--- config.mk ---
export PLATFORM = sky130hd
export DESIGN_NAME = if_stage
export DESIGN_NICKNAME = d
export VERILOG_FILES = /design/src/rtl/if_stage.sv
export SDC_FILE = /design/constraint.sdc
export NUM_CORES = 1
export LEC_CHECK = 0
export BUFFER_PORTS_ARGS = -buffer_cell sky130_fd_sc_hd__buf_2
export CORE_ASPECT_RATIO = 1.1
export CORE_MARGIN = 5
export CORE_UTILIZATION = 50
export DETAILED_ROUTE_END_ITERATION = 8
export PLACE_DENSITY = 0.82
export SLEW_MARGIN = 40
export SYNTH_ARGS = -nofsm -noshare
export SYNTH_HDL_FRONTEND = slang
export SYNTH_SLANG_ARGS = --single-unit
export TNS_END_PERCENT = 5
--- constraint.sdc ---
create_clock -name clk -period 2.6 [get_ports clk]
set_clock_uncertainty 0.05 [all_clocks]
set_input_delay 0.13 -clock clk [delete_from_list [all_inputs] [get_ports clk]]
set_output_delay 0.13 -clock clk [all_outputs]
set_load 0.02 [all_outputs]
--- src/rtl/if_stage.sv ---
// Instruction fetch stage: PC register, IF/ID pipeline register, redirect/stall
// handling, sticky misaligned-target flag and fetched-instruction counter.
module if_stage #(
  parameter logic [63:0] PC_RESET = 64'h0,
  parameter logic [31:0] NOP_INS  = 32'h00000013
) (
  input  logic        clk,
  input  logic        reset,
  input  logic        stall,
  input  logic        branch_taken,
  input  logic [63:0] branch_target,
  output logic [63:0] imem_addr,
  output logic        imem_en,
  input  logic [31:0] imem_rdata,
  output logic [63:0] if_id_pc,
  output logic [31:0] if_id_ins,
  output logic        if_id_valid,
  output logic        misalign_err,
  output logic [31:0] fetch_count
);

  typedef enum logic {BOOT = 1'b0, RUN = 1'b1} state_t;

  state_t      state, state_next;
  logic [63:0] pc, pc_next;
  logic [63:0] if_id_pc_next;
  logic [31:0] if_id_ins_next;
  logic        if_id_valid_next;
  logic        misalign_next;
  logic [31:0] fetch_count_next;

  assign imem_addr = pc;

  always_ff @(posedge clk) begin
    if (reset) begin
      state        <= BOOT;
      pc           <= PC_RESET;
      if_id_pc     <= '0;
      if_id_ins    <= NOP_INS;
      if_id_valid  <= 1'b0;
      misalign_err <= 1'b0;
      fetch_count  <= '0;
    end else begin
      state        <= state_next;
      pc           <= pc_next;
      if_id_pc     <= if_id_pc_next;
      if_id_ins    <= if_id_ins_next;
      if_id_valid  <= if_id_valid_next;
      misalign_err <= misalign_next;
      fetch_count  <= fetch_count_next;
    end
  end

  // Redirect outranks stall; the fetch enable is masked while reset is held.
  always_comb begin
    state_next       = state;
    pc_next          = pc;
    if_id_pc_next    = if_id_pc;
    if_id_ins_next   = if_id_ins;
    if_id_valid_next = if_id_valid;
    misalign_next    = misalign_err;
    fetch_count_next = fetch_count;
    imem_en          = 1'b0;
    unique case (state)
      BOOT: begin
        state_next = RUN;
      end
      RUN: begin
        imem_en = (!stall || branch_taken) && !reset;
        if (branch_taken) begin
          pc_next          = {branch_target[63:2], 2'b00};
          if_id_pc_next    = '0;
          if_id_ins_next   = NOP_INS;
          if_id_valid_next = 1'b0;
          misalign_next    = misalign_err | (branch_target[1:0] != 2'b00);
        end else if (!stall) begin
          pc_next          = pc + 64'd4;
          if_id_pc_next    = pc;
          if_id_ins_next   = imem_rdata;
          if_id_valid_next = 1'b1;
          fetch_count_next = fetch_count + 32'd1;
        end
      end
    endcase
  end

endmodule
# [Word-level counts from Yosys, hierarchy flattened]
# Index checks and enable logic that the tools add are counted.
[op_classes] add_sub_neg=2 eq_ne=1 mux=10 n_bitwise=3 n_reduce_logical=8
[op_table] op="2-to-1 mux 64 bit" n=4
[op_table] op="adder 64 x 3 -> 64 bit (second input constant)" n=1
[op_table] op="2-to-1 mux 32 bit" n=2
[op_table] op="adder 32 x 1 -> 32 bit (second input constant)" n=1
[op_table] op="2-to-1 mux 1 bit" n=4
[op_table] op="AND reduction 2 bit" n=2
[op_table] op="AND reduction 3 bit" n=1
[op_table] op="zero test 1 bit" n=2
[op_table] op="!= test 2 x 1 -> 1 bit (second input constant)" n=1
[op_table] op="inverter 1 bit" n=2
[op_table] op="nonzero test 2 bit" n=1
[op_table] op="logical AND 1 bit" n=1
[op_table] op="logical OR 1 bit" n=1
[op_table] op="bitwise OR 1 bit" n=1
[totals] regBits=195 input_bits=100 output_inout_bits=195 wordCells=31

# [Longest topological paths before layout]
# Gate-level depths: netlist of run 1.
[depth] word_depth=4 mapped_depth=9 depth_no_buf=7

# [Worst setup path after synthesis of run 1]
# No wires, ideal clock.
[synth_path] path_kind="flip-flop to flip-flop" start="register pc[2], in the netlist imem_addr[2]" end="register pc[42], in the netlist imem_addr[42]" setup_time_ns=0.058 t_arrival_ns=2.303 required_ns=2.492 slack_ns=0.189 path_stages_with_launch=8 n_path_buf=0 period_less_slack_ns=2.411 path_cell_list="dfxtp_1 > ha_1 > and4_4 > nand2_2 > or4_4 > or4_1 > nor2_1 > a211o_1"
[synth_between] elab_chain_len=3
[synth_lines] element="from (decl)" line="25" source="logic [63:0] pc, pc_next;"
[synth_lines] element="from (signal assigned)" line="45" source="pc <= pc_next;"
[synth_lines] element="adder 64 x 3 -> 64 bit" line="77" source="pc_next = pc + 64'd4;"
[synth_lines] element="2-to-1 mux 64 bit" line="76" source="end else if (!stall) begin"
[synth_lines] element="2-to-1 mux 64 bit" line="70" source="if (branch_taken) begin"
# No other way between the ends. The select of a mux whose other input is x is not followed.
# A chain may end at the register's enable or synchronous reset.

# [Worst setup path in the final report of run 1]
[layout_path] start="register pc[3], in the netlist imem_addr[3]" end="register pc[42], in the netlist imem_addr[42]"
# Same word-level chain as after synthesis.

==> impl_results.md, run 1 <==
- FF+latch count, synth: 192
- Num Clock Sinks: 192
- Fin. Hold Viols: 0
- Instance count on the critical path: 7
- Pin count of the biggest net entering global routing: 71
- Status: finished clean
- Via count: about 9,400
- Commonest non-fill, non-tap cell in the layout: buf_2
- Number of global-route vias before repair: about 8,700
- Initial antenna violation count: 3
- Cell row count: 50
- Setup violators final: 0
- Cell area after synthesis: 8500 µm²
- Max-slew violation count: 0
- Crit-path max FO: 5
- Bufs and invs on worst path: 0
- CTS max path bufs: 2
- DP HPWL: 21,300 µm
- Initial drt markers: around 840
- Fmax: approximately 420 MHz
- Compound-gate portion of the synthesized area: ~23%
- Avg Vias per Cell: between 6 and 7
- Die height: roughly 150 µm
- GRT overflow: 0
- Nets: ~1,400
- Synthesis-to-layout area growth: 35.5%
- Worst endpoint required time: 2.87 ns
- Post-Layout Cell Count: 1,548
- Clk root buf: clkbuf_16
- Post-synth top area share: a little under half
- R2R depth: 7
- RSZ-0062 raised after global routing: no
- DIE WIDTH: 134 µm
- Largest family of logic cells by synthesized area: simple AND/OR/NAND/NOR gates
- TritonCTS clock tree: yes
- Core Area: between 15,000 and 20,000 µm²
- Filler cell count: between 1,000 and 1,500
- Storage element area: 3840 µm²
- Number of setup buffers added after CTS: 0
- Fin crit period: between 2 and 2.5 ns
- Port buffer count: slightly below 300
- CTS Buf Count: 17
- EDFF count, synth: 0
- Synth Area in Simple Gates: between 20% and 30%
- Gpl congestion: slightly above 0.9
- Hold depth: 3
- Initial Util: between 50% and 60%
- Pre-antenna DRT Iters: 5
- Multi-input gate area in the final layout: approximately 4300 µm²
- Die ar.: 19,700 µm²
- Crit path max-delay cell type: or4_4
- Ports: 295
- Worst hold path class: in2reg
- WL final: approximately 30,000 µm
- Worst setup EP type: register
- # Max-Cap Violations: 0
- XOR/XNOR Fraction of Synth Area: under 10%
- Yosys warns: 0
- Routed Antenna Nets: 0
- Critical Path AT: roughly 2.7 ns
- Crit path cell chain: ha_1 -> and4_4 -> nand2_2 -> or4_4 -> o31ai_1 -> a21boi_0 -> a211o_1
- Adder-cell share of the synthesized area: 0.295%
- Highest-count cells in the layout ignoring fill and taps: buf_2, dfxtp_1, nor2_1
- Synth area leader: dfxtp_1
- Post-route DRC: 0
- Slew headroom: a little over 50%
- CTS HTree Levels: 4
- Type of element launching the critical path: register
- Share of layout cells above drive strength 1: roughly 29%
- Avg Cell Area, Syn: ~8.7 µm²
- Fin crit share: between 90 and 100%
- Power density cells: 558 nW/µm²
- Top cells by area, synth: dfxtp_1, a22o_1, nor2_1
- Async set-reset flop share out of synthesis: 0%
- Setup Crit Path Kind: reg2reg
- Register area share after synthesis: 45.2%
- Clk Latency, worst-skew pair: ~0.43 ns
- Leak pwr: between 5 and 6 nW
- Prevailing post-synth register cell: dfxtp_1
- First-pass GRT wire length: about 47,000 µm
- Worst-margin pin slew: about 0.72 ns
- Wire per inst: roughly 20 µm
- Worst VDD drop: 0.000443 V
- Cells after synthesis: 980
- Tot GR Track Use: between 20% and 30%
- Placed insts: roughly 1,400
- Top delay family on crit path: simple AND/OR/NAND/NOR gates
- Mux cell area share after synthesis: 0.471%
- Yosys cell types: 68
- Slowest stage delay, CP: approximately 0.56 ns
- Clock transition at path regs: around 0.08 ns
- Post-route setup TNS: 0 ns
==> through the flow <==
step	power (mW)	setup slack (ns)	instance area [µm²]	utilization (%)	hold WS [ns]
after floorplan	3.56	0.189	8500	-	0.189
after global placement	3.84	0.313	10200	60.4	0.289
after detailed placement	3.85	0.244	10200	60.4	0.291
after CTS	6.43	0.207	11500	68.1	0.00267
after global routing	6.65	0.0590	11500	68.2	0.0224
final	6.42	0.195	11500	68.2	0.0208
==> cell usage after synthesis (7+ instances only) <==
library cell and number:
a211oi_1 9, a21oi_1 36, a22o_1 58, a22oi_1 37, a31oi_1 17, and3_1 29, and4_1 12, buf_1 7
buf_2 10, clkbuf_1 54, dfxtp_1 192, inv_1 11, nand2_1 84, nand3_1 49, nand4_1 33, nor2_1 121
nor3_1 15, o21ai_0 57, o22ai_1 12, xnor2_1 10, xor2_1 26
==> worst register-to-register path, delay by kind of cell, from the launching register on <==
kind / cells / cell delay [ns]
adder cells (fa/ha/maj): 1 / 0.25
flip-flops: 1 / 0.34
AND/OR/NAND/NOR: 3 / 0.92
AO/OA/AOI/OAI: 3 / 0.73
==> power breakdown <==
group / internal [mW] / leakage [nW] / total, mW / switching (mW)
Clock: 1.28 / 0.271 / 2.52 / 1.24
Combinational: 0.315 / 3.33 / 0.761 / 0.446
Sequential: 3.02 / 1.56 / 3.14 / 0.116
==> cells by family (layout without fill, tap and decap cells) <==
kind of cell | Yosys count | count (layout)
multiplexers | 4 | 4
adder cells (fa/ha/maj) | 2 | 2
buffers and inverters | 89 | 446
AND/OR/NAND/NOR | 380 | 380
other | 1 | 4
XOR/XNOR | 36 | 36
AO/OA/AOI/OAI | 276 | 276
flip-flops | 192 | 192
==> what timing repair did <==
| action | in CTS | in global routing |
|---|---|---|
| endpoints found under the hold margin | 74 | 0 |
| resized for setup | 0 | 0 |
| hold buffers | 75 | 0 |
==> final timing paths <==
kind	slack, ns	to	startpoint
setup / recovery	0.20	imem_addr[42]	imem_addr[3]
hold / removal	0.02	imem_addr[29]	branch_target[29]
setup reg to reg	0.20	imem_addr[42]	imem_addr[3]
hold reg to reg	0.40	if_id_pc[36]	if_id_pc[36]
==> sequential cells by signal, indices dropped and copies added, names as in the netlist <==
name / cells
if_id_valid: 1
imem_addr: 62
misalign_err: 1
state: 1
fetch_count: 32
if_id_pc: 63
if_id_ins: 32
==> layer usage <==
layer	GRT usage (%)	vias up	routed length [µm]
li1	-	4316	-
met1	35.6	4470	11700
met2	50.6	509	15200
met3	9.25	66	3160
met4	9.78	0	774
met5	0	-	0
==> final cells by class <==
class / instances / area share [%]
Inverter: 11 / 0.359
Sequential cell: 192 / 33.4
Clock inverter: 14 / 1.05
Multi-Input combinational cell: 700 / 37.4
Clock buffer: 18 / 3.81
Timing Repair Buffer: 403 / 21.7
Tap cell: 208 / 2.26
Antenna cell: 2 / 0.0435
No activity file was read; power rests on OpenSTA's default activity.
==> inputs of run 2 (changes only) <==
--- a/config.mk
+++ b/config.mk
@@ -10,6 +10,7 @@
 export CORE_MARGIN = 5
 export CORE_UTILIZATION = 50
 export DETAILED_ROUTE_END_ITERATION = 8
+export GPL_TIMING_DRIVEN = 0
 export PLACE_DENSITY = 0.82
 export SLEW_MARGIN = 40
 export SYNTH_ARGS = -nofsm -noshare
==> constraint.sdc (replaced) <==
create_clock -name clk -period 2.7 [get_ports clk]
set_clock_uncertainty 0.05 [all_clocks]
set_input_delay 0.135 -clock clk [delete_from_list [all_inputs] [get_ports clk]]
set_output_delay 0.135 -clock clk [all_outputs]
set_load 0.02 [all_outputs]
==> impl_results.md, run 2 (synthesis gave the netlist of run 1 again) <==
- Status: finished clean (unchanged)
- Max-slew violation count: 0 (unchanged)
- Worst R2R Setup Slack: 0.06 ns (was 0.20 ns)
- First-pass GRT wire length: 50,800 µm (was 47,300 µm)
- Post-Place Setup Slack: -0.168 ns (was 0.244 ns)
- Worst hold path class: in2reg (unchanged)
- Internal power: 4.55 mW (was 4.62 mW)
- Synthesis-to-layout area growth: 35.8% (was 35.5%)
- CTS Buf Count: 17 (unchanged)
- Most flops, register: if_id_pc (unchanged)
- Initial drt markers: 1,080 (was 835)
- Fin. Hold Viols: 0 (unchanged)
- Hold depth: 4 (was 3)
- Share of layout cells above drive strength 1: 26.3% (was 28.7%)
- NetSw: 1.69 mW (was 1.80 mW)
- Cell row count: 50 (unchanged)
- RR Startpoint: imem_addr[3] (unchanged)
- Gpl congestion: 0.944 (was 0.935)
- Power density cells: 540 nW/µm² (was 558 nW/µm²)
- Top delay family on crit path: simple AND/OR/NAND/NOR gates (unchanged)
- Highest-count cells in the layout ignoring fill and taps: buf_2, dfxtp_1, nor2_1 (unchanged)
- Sw frac: 27.1% (was 28.0%)
- Clk root buf: clkbuf_16 (unchanged)
- CTS max path bufs: 2 (unchanged)
- Worst setup EP type: register (unchanged)
- Crit-path max FO: 7 (was 5)
- Placed insts: 1,479 (was 1,439)
- Flop pwr share: 48.6% (was 48.9%)
- Slew headroom: 48.5% (was 51.8%)
- Initial Util: 50.3% (unchanged)
- Num Clock Sinks: 192 (unchanged)
- Comb power frac: 11.8% (was 11.9%)
- # Max-Cap Violations: 0 (unchanged)
- Crit path max-delay cell type: nor3_2 (was or4_4)
- DP HPWL: 23,800 µm (was 21,300 µm)
- DIE WIDTH: 134 µm (unchanged)
- Worst-margin pin slew: 0.772 ns (was 0.723 ns)
- Tot GR Track Use: 32.4% (was 29.7%)
- Clock share of power: 39.5% (was 39.3%)
- Fin Hold WS: 0.00358 ns (was 0.0208 ns)
- Pin count of the biggest net entering global routing: 17 (was 71)
- Post-route DRC: 0 (unchanged)
- Ports: 295 (unchanged)
- WL final: 33,200 µm (was 30,900 µm)
- Type of element launching the critical path: register (unchanged)
- Fin crit share: 97.8% (was 92.5%)
- GRT overflow: 0 (unchanged)
- Clock transition at path regs: 0.07 ns (was 0.08 ns)
- Number of global-route vias before repair: 9,398 (was 8,664)
- Avg Vias per Cell: 6.10 (was 6.05)
- Port buffer count: 290 (was 292)
- Via count: 9,667 (was 9,361)
- Fmax: 379 MHz (was 416 MHz)
- Fin crit period: 2.64 ns (was 2.40 ns)
- HP Start: branch_target[13] (was branch_target[29])
- Max reg flops: 63 (unchanged)
- Setup violators final: 0 (unchanged)
- Clk Latency, worst-skew pair: 0.45 ns (was 0.43 ns)
- Bufs and invs on worst path: 0 (unchanged)
- Worst endpoint required time: 2.95 ns (was 2.87 ns)
- Post-Layout Cell Count: 1,584 (was 1,548)
- Worst VDD drop: 0.000459 V (was 0.000443 V)
- R2R depth: 7 (unchanged)
- Initial antenna violation count: 5 (was 3)
- TritonCTS clock tree: yes (unchanged)
- Pre-antenna DRT Iters: 6 (was 5)
- Filler cell count: 1,397 (was 1,332)
- Slowest stage delay, CP: 0.62 ns (was 0.56 ns)
- Die height: 147 µm (unchanged)
- Leak pwr: 5.15 nW (was 5.16 nW)
- Final WS setup: 0.0593 ns (was 0.195 ns)
- Routed Antenna Nets: 0 (unchanged)
- Commonest non-fill, non-tap cell in the layout: buf_2 (unchanged)
- Critical Path AT: 2.89 ns (was 2.67 ns)
- Setup Crit Path Kind: reg2reg (unchanged)
- Worst Hold Path EP: imem_addr[13] (was imem_addr[29])
- Wire per inst: 20.9 µm (was 19.9 µm)
- Nets: 1,463 (was 1,427)
- Worst R2R End: imem_addr[52] (was imem_addr[42])
- Crit path cell chain: ha_1 -> and4_4 -> nand4_1 -> nor3_2 -> a41oi_1 -> o21ai_0 -> o311ai_0 (was ha_1 -> and4_4 -> nand2_2 -> or4_4 -> o31ai_1 -> a21boi_0 -> a211o_1)
- Core Area: 16,900 µm² (unchanged)
- CTS HTree Levels: 4 (unchanged)
- Total Power: 6.23 mW (was 6.42 mW)
- Die ar.: 19,700 µm² (unchanged)
- RSZ-0062 raised after global routing: yes (was no)
[run 2: repair_timing]
action / 4_1_cts / 5_1_grt
setup buffers: 0 / 1
endpoints found under the setup margin: 12 / 19
pin swaps: 0 / 3
hold buffers: 70 / 0
endpoints found under the hold margin: 69 / 0
gates resized for setup: 5 / 5
[run 2: power by group through the flow]
| stage | sequential, mW | combinational (mW) | clock, mW |
|---|---|---|---|
| floorplan | 3.15 | 0.271 | 0 |
| finish | 3.03 | 0.738 | 2.46 |
| CTS | 3.02 | 0.719 | 2.46 |
| global route | 3.04 | 0.784 | 2.58 |
| global placement | 3.09 | 0.627 | 0 |
| detailed placement | 3.09 | 0.636 | 0 |
[run 2: worst min-delay path: stages]
cell     delay [ns]
buf_2          0.10
nand2_1        0.05
o41ai_1        0.05
a22o_1         0.12
[run 2: worst max path at each step]
| stage | start | to | slack, ns | cells past startpoint |
|---|---|---|---|---|
| 5_1_grt | imem_addr[3] | imem_addr[28] | -0.04 | 7 |
| 4_1_cts | imem_addr[2] | imem_addr[54] | -0.13 | 7 |
| 3_3_place_gp | imem_addr[2] | imem_addr[52] | -0.23 | 7 |
| 2_1_floorplan | imem_addr[2] | imem_addr[42] | 0.29 | 7 |
| 6_report | imem_addr[3] | imem_addr[52] | 0.06 | 7 |
| 3_5_place_dp | imem_addr[2] | imem_addr[38] | -0.17 | 7 |
[run 2: routing by layer]
metal | GRT usage (%) | routed length, µm | vias up
li1 | - | - | 4382
met1 | 38.2 | 12500 | 4508
met2 | 54.1 | 15600 | 639
met3 | 9.59 | 3600 | 134
met4 | 15.1 | 1500 | 4
met5 | 0 | 21 | -
[run 2: layout make-up]
class,count,area [µm²],area share (%)
Inverter,11,41.3,0.358
Timing Repair Buffer,361,2160,18.7
Clock inverter,8,80.1,0.694
Antenna cell,3,7.51,0.0650
Clock buffer,23,478,4.14
Tap cell,208,260,2.25
Buffer,78,355,3.08
Sequential cell,192,3840,33.3
Multi-Input combinational cell,700,4320,37.4
[run 2: through the flow]
step                      TNS (ns)  area (µm²)  utilization (%)
final                            0       11500             68.3
after global routing        -0.109       11500             68.3
after CTS                   -0.349       11500             68.1
after detailed placement     -1.30       10200             60.5
after global placement       -1.64       10200             60.5
after floorplan                  0        8500                -
